**src/rtl/collision_pkg.sv**
```systemverilog
// Shared types and screen constants for the sequential collision scanner.
package collision_pkg;

    // Default screen geometry; the floor limit defaults to the last visible row.
    localparam int unsigned SCREEN_W = 640;
    localparam int unsigned SCREEN_H = 480;

    // Kind of the first hit found by a scan.
    typedef enum logic [2:0] {
        HIT_NONE   = 3'd0,
        HIT_CEIL   = 3'd1,
        HIT_FLOOR  = 3'd2,
        HIT_TOP    = 3'd3,
        HIT_BOTTOM = 3'd4
    } hit_kind_t;

    // Scanner control states.
    typedef enum logic [1:0] {
        S_IDLE   = 2'd0,
        S_BOUNDS = 2'd1,
        S_SCAN   = 2'd2,
        S_DONE   = 2'd3
    } scan_state_t;

endpackage

```
**src/rtl/collision_scanner_obstacle_hit.sv**
```systemverilog
// Combinational overlap test of the bird box against one obstacle slot.
module obstacle_hit #(
    parameter int unsigned X_WIDTH = 10,
    parameter int unsigned Y_WIDTH = 9
) (
    input  logic               valid_i,
    input  logic [X_WIDTH-1:0] bird_x_min_i,
    input  logic [X_WIDTH-1:0] bird_x_max_i,
    input  logic [Y_WIDTH-1:0] bird_y_min_i,
    input  logic [Y_WIDTH-1:0] bird_y_max_i,
    input  logic [X_WIDTH-1:0] x_min_i,
    input  logic [X_WIDTH-1:0] x_max_i,
    input  logic [Y_WIDTH-1:0] top_y_max_i,
    input  logic [Y_WIDTH-1:0] bottom_y_min_i,
    output logic               top_hit_o,
    output logic               bottom_hit_o
);

    logic x_overlap;

    // Column overlap gates both pipe tests; a disabled slot never hits.
    always_comb begin
        x_overlap    = valid_i && (bird_x_max_i >= x_min_i) && (bird_x_min_i <= x_max_i);
        top_hit_o    = x_overlap && (bird_y_min_i <= top_y_max_i);
        bottom_hit_o = x_overlap && (bird_y_max_i >= bottom_y_min_i);
    end

endmodule

```
**src/rtl/collision_scanner.sv**
```systemverilog
// Sequential bird/obstacle collision scanner: snapshot on start, check
// ceiling/floor, then one obstacle slot per cycle, report first hit on done.
module collision_scanner
    import collision_pkg::*;
#(
    parameter int unsigned NUM_OBS = 3,
    parameter int unsigned X_WIDTH = 10,
    parameter int unsigned Y_WIDTH = 9,
    parameter int unsigned CEIL_Y  = 0,
    parameter int unsigned FLOOR_Y = SCREEN_H - 1
) (
    input  logic                              clk,
    input  logic                              reset,
    input  logic                              start,
    input  logic                              clear,
    input  logic [X_WIDTH-1:0]                bird_x_min,
    input  logic [X_WIDTH-1:0]                bird_x_max,
    input  logic [Y_WIDTH-1:0]                bird_y_min,
    input  logic [Y_WIDTH-1:0]                bird_y_max,
    input  logic [NUM_OBS-1:0]                obs_valid,
    input  logic [NUM_OBS-1:0][X_WIDTH-1:0]   obs_x_min,
    input  logic [NUM_OBS-1:0][X_WIDTH-1:0]   obs_x_max,
    input  logic [NUM_OBS-1:0][Y_WIDTH-1:0]   obs_top_y_max,
    input  logic [NUM_OBS-1:0][Y_WIDTH-1:0]   obs_bottom_y_min,
    output logic                              busy,
    output logic                              done,
    output logic                              collision,
    output logic [2:0]                        hit_kind,
    output logic [$clog2(NUM_OBS):0]          hit_index,
    output logic                              crashed
);

    localparam int unsigned        IDX_W     = $clog2(NUM_OBS) + 1;
    localparam logic [IDX_W-1:0]   LAST_IDX  = IDX_W'(NUM_OBS - 1);
    localparam logic [Y_WIDTH-1:0] CEIL_LIM  = Y_WIDTH'(CEIL_Y);
    localparam logic [Y_WIDTH-1:0] FLOOR_LIM = Y_WIDTH'(FLOOR_Y);

    scan_state_t                     state_q;

    // Snapshot of the frame's geometry, taken on the accepting start edge.
    logic [X_WIDTH-1:0]              bx_min_q;
    logic [X_WIDTH-1:0]              bx_max_q;
    logic [Y_WIDTH-1:0]              by_min_q;
    logic [Y_WIDTH-1:0]              by_max_q;
    logic [NUM_OBS-1:0]              ov_q;
    logic [NUM_OBS-1:0][X_WIDTH-1:0] ox_min_q;
    logic [NUM_OBS-1:0][X_WIDTH-1:0] ox_max_q;
    logic [NUM_OBS-1:0][Y_WIDTH-1:0] otop_q;
    logic [NUM_OBS-1:0][Y_WIDTH-1:0] obot_q;

    // Scan index and first-hit latch.
    logic [IDX_W-1:0]                idx_q;
    hit_kind_t                       rec_kind_q;
    logic [IDX_W-1:0]                rec_idx_q;

    // Registered outputs.
    logic                            busy_q;
    logic                            done_q;
    logic                            collision_q;
    hit_kind_t                       kind_q;
    logic [IDX_W-1:0]                index_q;
    logic                            crashed_q;

    // Selected slot and its evaluation.
    logic                            sel_valid;
    logic [X_WIDTH-1:0]              sel_x_min;
    logic [X_WIDTH-1:0]              sel_x_max;
    logic [Y_WIDTH-1:0]              sel_top;
    logic [Y_WIDTH-1:0]              sel_bot;
    logic                            top_hit;
    logic                            bottom_hit;
    hit_kind_t                       bound_kind;
    hit_kind_t                       slot_kind;
    hit_kind_t                       fin_kind_d;
    logic [IDX_W-1:0]                fin_idx_d;

    // Route the snapshot slot addressed by the scan index to the comparator.
    always_comb begin
        sel_valid = 1'b0;
        sel_x_min = '0;
        sel_x_max = '0;
        sel_top   = '0;
        sel_bot   = '0;
        for (int unsigned k = 0; k < NUM_OBS; k++) begin
            if (idx_q == IDX_W'(k)) begin
                sel_valid = ov_q[k];
                sel_x_min = ox_min_q[k];
                sel_x_max = ox_max_q[k];
                sel_top   = otop_q[k];
                sel_bot   = obot_q[k];
            end
        end
    end

    obstacle_hit #(
        .X_WIDTH (X_WIDTH),
        .Y_WIDTH (Y_WIDTH)
    ) u_obstacle_hit (
        .valid_i        (sel_valid),
        .bird_x_min_i   (bx_min_q),
        .bird_x_max_i   (bx_max_q),
        .bird_y_min_i   (by_min_q),
        .bird_y_max_i   (by_max_q),
        .x_min_i        (sel_x_min),
        .x_max_i        (sel_x_max),
        .top_y_max_i    (sel_top),
        .bottom_y_min_i (sel_bot),
        .top_hit_o      (top_hit),
        .bottom_hit_o   (bottom_hit)
    );

    // Prioritise bound and slot hits, keeping any hit already latched.
    always_comb begin
        bound_kind = HIT_NONE;
        if (by_min_q <= CEIL_LIM) begin
            bound_kind = HIT_CEIL;
        end else if (by_max_q >= FLOOR_LIM) begin
            bound_kind = HIT_FLOOR;
        end

        slot_kind = HIT_NONE;
        if (top_hit) begin
            slot_kind = HIT_TOP;
        end else if (bottom_hit) begin
            slot_kind = HIT_BOTTOM;
        end

        fin_kind_d = rec_kind_q;
        fin_idx_d  = rec_idx_q;
        if ((rec_kind_q == HIT_NONE) && (slot_kind != HIT_NONE)) begin
            fin_kind_d = slot_kind;
            fin_idx_d  = idx_q;
        end
    end

    // Scan control, snapshot capture, first-hit latch and result registers.
    always_ff @(posedge clk) begin
        if (reset) begin
            state_q     <= S_IDLE;
            bx_min_q    <= '0;
            bx_max_q    <= '0;
            by_min_q    <= '0;
            by_max_q    <= '0;
            ov_q        <= '0;
            ox_min_q    <= '0;
            ox_max_q    <= '0;
            otop_q      <= '0;
            obot_q      <= '0;
            idx_q       <= '0;
            rec_kind_q  <= HIT_NONE;
            rec_idx_q   <= '0;
            busy_q      <= 1'b0;
            done_q      <= 1'b0;
            collision_q <= 1'b0;
            kind_q      <= HIT_NONE;
            index_q     <= '0;
        end else begin
            case (state_q)
                S_IDLE: begin
                    done_q <= 1'b0;
                    if (start) begin
                        state_q    <= S_BOUNDS;
                        busy_q     <= 1'b1;
                        bx_min_q   <= bird_x_min;
                        bx_max_q   <= bird_x_max;
                        by_min_q   <= bird_y_min;
                        by_max_q   <= bird_y_max;
                        ov_q       <= obs_valid;
                        ox_min_q   <= obs_x_min;
                        ox_max_q   <= obs_x_max;
                        otop_q     <= obs_top_y_max;
                        obot_q     <= obs_bottom_y_min;
                        idx_q      <= '0;
                        rec_kind_q <= HIT_NONE;
                        rec_idx_q  <= '0;
                    end
                end
                S_BOUNDS: begin
                    rec_kind_q <= bound_kind;
                    idx_q      <= '0;
                    state_q    <= S_SCAN;
                end
                S_SCAN: begin
                    rec_kind_q <= fin_kind_d;
                    rec_idx_q  <= fin_idx_d;
                    if (idx_q == LAST_IDX) begin
                        // Results load on the edge entering DONE so they are valid with done.
                        state_q     <= S_DONE;
                        done_q      <= 1'b1;
                        collision_q <= (fin_kind_d != HIT_NONE);
                        kind_q      <= fin_kind_d;
                        index_q     <= fin_idx_d;
                    end else begin
                        idx_q <= idx_q + 1'b1;
                    end
                end
                S_DONE: begin
                    state_q <= S_IDLE;
                    done_q  <= 1'b0;
                    busy_q  <= 1'b0;
                end
                default: begin
                    state_q <= S_IDLE;
                    done_q  <= 1'b0;
                    busy_q  <= 1'b0;
                end
            endcase
        end
    end

    // Sticky crash flag: set when a hitting result is presented; set beats clear.
    always_ff @(posedge clk) begin
        if (reset) begin
            crashed_q <= 1'b0;
        end else if (done_q && collision_q) begin
            crashed_q <= 1'b1;
        end else if (clear) begin
            crashed_q <= 1'b0;
        end
    end

    assign busy      = busy_q;
    assign done      = done_q;
    assign collision = collision_q;
    assign hit_kind  = kind_q;
    assign hit_index = index_q;
    assign crashed   = crashed_q;

endmodule
```
**config.mk**
```make
export PLATFORM = sky130hd
export DESIGN_NAME = collision_scanner
export DESIGN_NICKNAME = d
export VERILOG_FILES = /design/src/rtl/collision_pkg.sv /design/src/rtl/collision_scanner_obstacle_hit.sv /design/src/rtl/collision_scanner.sv
export SDC_FILE = /design/constraint.sdc
export NUM_CORES = 1
export LEC_CHECK = 0
export CAP_MARGIN = 5
export CORE_UTILIZATION = 46
export DETAILED_ROUTE_END_ITERATION = 10
export PLACE_DENSITY = 0.76
export SLEW_MARGIN = 20
export SYNTH_ARGS = -nofsm -noshare
export SYNTH_HDL_FRONTEND = slang
export SYNTH_SLANG_ARGS = --single-unit
```
**constraint.sdc**
```tcl
create_clock -name clk -period 3.2 [get_ports clk]
set_clock_uncertainty 0.05 [all_clocks]
set_input_delay 0.32 -clock clk [delete_from_list [all_inputs] [get_ports clk]]
set_output_delay 0.32 -clock clk [all_outputs]
set_load 0.005 [all_outputs]
```
# Yosys cells after proc, flatten, opt, wreduce, memory -nomap -nowiden
# Index checks and enable logic that the tools add are counted.
# totals
regBits	176
inputBits	159
out_inout_bits	10
wordCells	102
# classes
n_addsub	1
magnitude_cmp	6
n_eq_ne	8
mux	35
n_reduce_logical	25
# op_table
operator	n
10-bit 2-to-1 mux	6
9-bit 2-to-1 mux	6
3-bit 2-to-1 mux	6
3-bit one-hot mux with 3 select lines	2
2-bit AND reduction	7
10-bit greater-or-equal comparator	1
10-bit <= comparator	1
9-bit greater-or-equal comparator	1
9-bit greater-or-equal comparator, second input constant	1
9-bit by 1-bit <= comparator with 1-bit output, second input constant	1
9-bit <= comparator	1
3-bit nonzero test	3
2-bit 2-to-1 mux	4
2-bit one-hot mux with 4 select lines	1
2-bit nonzero test	4
1-bit 2-to-1 mux	7
1-bit logical AND	6
3-bit zero test	2
2-bit inequality test, second input constant	3
3-bit one-hot mux with 2 select lines	1
2-bit equality test, second input constant	2
1-bit one-hot mux with 2 select lines	2
3-bit by 1-bit adder with 3-bit output, second input constant	1
3-bit by 1-bit equality test with 1-bit output, second input constant	1
other kinds (5)	5

# Longest topological paths before layout
# logic_depth
depth_word	14
mapped_depth	15
ltp_nobuf	13

# By module
# From an unflattened synthesis, not the netlist that was laid out.
# hier_totals
cells_unflattened	1063
area_unflattened_um2	7990.2
# by_module_without_submodules
mod	instances	cells_per_inst	area_per_inst_um2	seq_area_each_um2
collision_scanner	1	932	7040.5	3523.4
obstacle_hit	1	131	949.7	0.0

# Least setup slack after synthesis
# Ideal clock, no wire load.
# synth_timing
path_kind	register -> register
start	reg idx_q[1]
end	reg rec_idx_q[2]
setup_ns	0.120
arrival_ns	3.290
required_ns	3.030
setup_slack_ns	-0.259
path_stages_with_launch	14
n_path_buf	1
path_cell_list	dfxtp_1 -> inv_1 -> ha_1 -> nor3b_1 -> clkbuf_1 -> a221o_1 -> o21ai_0 -> ha_1 -> a211oi_2 -> nor2_1 -> or4b_4 -> a31o_1 -> or3_4 -> o31a_1
# synth_via
elab_chain_cells	14
elab_cells_between_ends	32
classes_between	order compare (4); eq/ne (2); mux (19); reduce/logical (7)
# synth_lines
element	line_no	rtl
from (decl)	collision_scanner.sv:52	logic [IDX_W-1:0] idx_q;
from (signal assigned)	collision_scanner.sv:194	idx_q <= idx_q + 1'b1;
3-bit zero test	collision_scanner.sv:85	if (idx_q == IDX_W'(k)) begin
10-bit 2-to-1 mux (3 in a row)	collision_scanner.sv:85	
10-bit greater-or-equal comparator	collision_scanner_obstacle_hit.sv:23	x_overlap = valid_i && (bird_x_max_i >= x_min_i) && (bird_x_min_i <= x_max_i);
1-bit logical AND (2 in a row)	collision_scanner_obstacle_hit.sv:23	
1-bit logical AND	collision_scanner_obstacle_hit.sv:25	bottom_hit_o = x_overlap && (bird_y_max_i >= bottom_y_min_i);
3-bit 2-to-1 mux	collision_scanner.sv:124	end else if (bottom_hit) begin
3-bit 2-to-1 mux (*)	collision_scanner.sv:122	if (top_hit) begin
3-bit nonzero test (*)	collision_scanner.sv:130	if ((rec_kind_q == HIT_NONE) && (slot_kind != HIT_NONE)) begin
1-bit logical AND (*)	collision_scanner.sv:130	
3-bit 2-to-1 mux (*)	collision_scanner.sv:130	
3-bit one-hot mux with 2 select lines (*)	collision_scanner.sv:158	case (state_q)
to (signal assigned)	collision_scanner.sv:185	rec_idx_q <= fin_idx_d;
to (decl)	collision_scanner.sv:54	logic [IDX_W-1:0] rec_idx_q;
# Mark *: on every way between the ends. The rest lies on a longest branch, timed or not.
# A chain may end at the register's enable or synchronous reset.

# Worst setup path in the final report
# layout_timing
start	reg idx_q[0]
end	reg rec_idx_q[2]
# The elaborated chain is that of the path after synthesis.

==> results.py <==
metrics = {
    "power_and_ir_drop": {
        "vdd_drop_max_v": 0.000403,
        "finalPower_uw": 7990,
        "power_leakage_uw": 0.00408,
        "p_per_area_nw_per_um2": 738,
    },
    "timing": {
        "maxSlewViolCount": 0,
        "tns_ps": -801,
        "rsz0062_at_grt": "true",
        "fmax_ghz": 0.298,
        "finalSetupViolCount": 10,
        "period_share_pct": 105,
        "worst_pin_slew_ps": 732,
        "layout_min_cycle_time_ps": 3350,
        "finalHoldViolCount": 0,
        "maxSlewHeadroom_pct": 51.2,
        "setup_ws_ps": -151,
    },
    "worst_setup_path": {
        "critPathTopFamily": "simple AND/OR/NAND/NOR gates",
        "cp_cell_sequence": "inv_4 -> ha_4 -> nor3b_4 -> buf_12 -> a221o_1 -> o21ai_1 -> ha_1 -> a211oi_2 -> nor2_1 -> or4b_4 -> a31o_4 -> or3_4 -> o31a_1",
        "slowest_delay_ps": 500,
        "cp-start-kind": "register",
        "critPathKind": "register to register",
        "worstPathArrival_ps": 3620,
        "path_buf_inv": 2,
        "cp_max_fo": 5,
        "cp-end-kind": "register",
        "worstPathRequired_ps": 3470,
        "critPathSlowestCell": "or4b_4",
    },
    "synth": {
        "ys_seq_area_share_pct": 44.9,
        "yosysUniqueCellTypes": 44,
        "syn_avg_cell_area_sq_um": 7.80,
        "synth_top_cell_area_share_pct": 44.9,
        "synth.top_cells.by_count": "328 x nand2_1, 176 x dfxtp_1, 171 x a21oi_1",
        "synth.most_common_cell": "nand2_1",
        "syn_inst": 1007,
        "yosys-top-cells-area": "dfxtp_1 45%, nand2_1 16%, a21oi_1 11%",
        "synth_flop_cell": "dfxtp_1",
        "synth_area_sq_um": 7850,
        "synth_fp_nets": 1212,
        "async_flop_share_pct": 0,
        "synth_edf_count": 0,
        "ys_ff_latch": 176,
        "yosysWarnings": 0,
        "yosys.area.top_type": "dfxtp_1",
    },
    "die": {
        "die_w_um": 133,
        "rows": 47,
        "dieArea_sq_um": 17600,
        "dieHeight_um": 133,
        "initial_core_util_pct": 47.2,
        "io_pins": 169,
        "core_sq_um": 16600,
    },
    "run": {
        "maxCapViolations": 0,
    },
    "clock_tree": {
        "cts_buffers": 17,
        "cts.path.max_buffers": 2,
        "htreeDepth": 4,
        "insertion_delay_ps": 430,
        "cts_sinks": 176,
        "cts-root-buf": "clkbuf_16",
        "cts_tree": "done",
        "cts.reportedPaths.clkPinSlew_ps": 70,
        "hold_buffers": 0,
    },
    "worst_hold_path": {
        "hold_class": "input pin to register",
    },
    "routing": {
        "vias": 7622,
        "first_pass_iters": 5,
        "wl_per_cell_um": 15.6,
        "ant_nets": 0,
        "finalWirelength_um": 21900,
        "post_drt_via_cell_ratio": 5.45,
        "drtIter0Drc": 549,
        "drc": 0,
    },
    "place": {
        "dpl.hpwl_um": 15000,
        "io_buffers": 168,
        "routabilityCongestion": 0.856,
        "place_ws_ps": -188,
    },
    "cells_and_area": {
        "regArea_sq_um": 3530,
        "antennaDiodeCount": 0,
        "fillers": 1402,
        "area_delta_synth_final_pct": 37.8,
        "final_nets": 1371,
        "drive_gt1_share_pct": 10.4,
        "multi_input_area_sq_um": 4240,
    },
    "run_status": {
        "status": "finished, violations left",
        "violations": "setup timing",
    },
    "global_route": {
        "grtUsageTotal_pct": 24.6,
        "antenna_found_initial": 0,
        "gr-total-overflow": 0,
        "grt_pass1_vias": 7106,
        "grt_pass1_wl_um": 34700,
        "grt_max_degree": 85,
    },
}
## layer usage
metal  vias up  routed length [um]  global-route usage [%]
met2       256               10200                    40.1
met5         -                   0                       0
li1       3781                   -                       -
met1      3547                9780                    31.9
met3        38                1410                    5.21
met4         0                 494                    8.94
## power breakdown
group	internal, uW	switching (uW)	total [uW]	leakage, uW
Combinational	1320	1730	3040	0.00235
Clock	1210	904	2120	0.000290
Sequential	2580	255	2830	0.00144
## logic make-up after synthesis
group           Yosys count  share of synthesized area [%]
flops                   176                           44.9
fa+ha+maj                46                           7.33
buf+inv                  84                           4.02
simple gates            411                           21.3
compound gates          290                           22.5
## final timing paths
check / to / depth (start not counted) / start / slack [ps]
max: rec_idx_q[2]$_SDFFE_PP0P_ / 13 / idx_q[0]$_SDFFE_PP0P_ / -150
min: done$_SDFFE_PP0P_ / 2 / reset / 380
max reg2reg: rec_idx_q[2]$_SDFFE_PP0P_ / 13 / idx_q[0]$_SDFFE_PP0P_ / -150
min reg2reg: ox_min_q[28]$_SDFFE_PP0P_ / 2 / ox_min_q[28]$_SDFFE_PP0P_ / 400
## state kept, by name, indices dropped and copies added (netlist names), 9 cells and up
signal	flops
ox_min_q	30
by_max_q	9
otop_q	27
bx_min_q	10
obot_q	27
ox_max_q	30
bx_max_q	10
by_min_q	9
## worst register-to-register path, stage by stage, from the launching register on
cell	delay, ps
dfxtp_4	380
inv_4	50
ha_4	150
nor3b_4	170
buf_12	150
a221o_1	300
o21ai_1	80
ha_1	270
a211oi_2	200
nor2_1	90
or4b_4	500
a31o_4	260
or3_4	360
o31a_1	250
## cell type report
cell class                 instances  area share (%)
multi-input combinational        747            39.2
sequential                       176            32.6
timing repair buffer             211            19.6
clock buffer                      20            4.22
tap                              220            2.54
clock inverter                    12            1.36
inverter                          13           0.474
## cell usage in the layout, fill, tap and decap left out, types with 3 or more instances in the layout
cell type and instances:
a211oi_2 7, a21o_1 6, a21oi_1 169, a221o_1 34
a221oi_2 5, a311oi_1 3, buf_12 8, buf_4 34
clkbuf_16 18, clkdlybuf4s50_1 167, clkinv_4 3, dfxtp_1 174
ha_1 42, inv_1 11, inv_6 4, nand2_1 326
nand2b_1 4, nand3_1 9, nand4_1 7, nor2_1 35
nor2b_1 7, nor3_1 3, nor3_2 3, o21ai_0 25
o21ai_1 13, o21ai_2 4, o22ai_1 3
## metrics by stage
| step | cell area, sq um | std cells | util, % | hold slack [ps] |
|---|---|---|---|---|
| after floorplan | 7890 | 1007 | - | 379 |
| after global placement | 9880 | 1355 | 59.4 | 389 |
| after detailed placement | 9880 | 1355 | 59.4 | 394 |
| after CTS | 10600 | 1391 | 63.4 | 366 |
| after global routing | 10800 | 1399 | 65.0 | 382 |
| final | 10800 | 1399 | 65.0 | 379 |
## what timing repair did
item / 4_1_cts / 5_1_grt
cloned: 0 / 1
buffers inserted: 4 / 7
endpoints found under the hold margin: 0 / 0
gates resized for setup: 6 / 47
setup endpoints to repair: 13 / 13
pin swaps: 7 / 22
No activity file was read; power rests on OpenSTA's default activity.
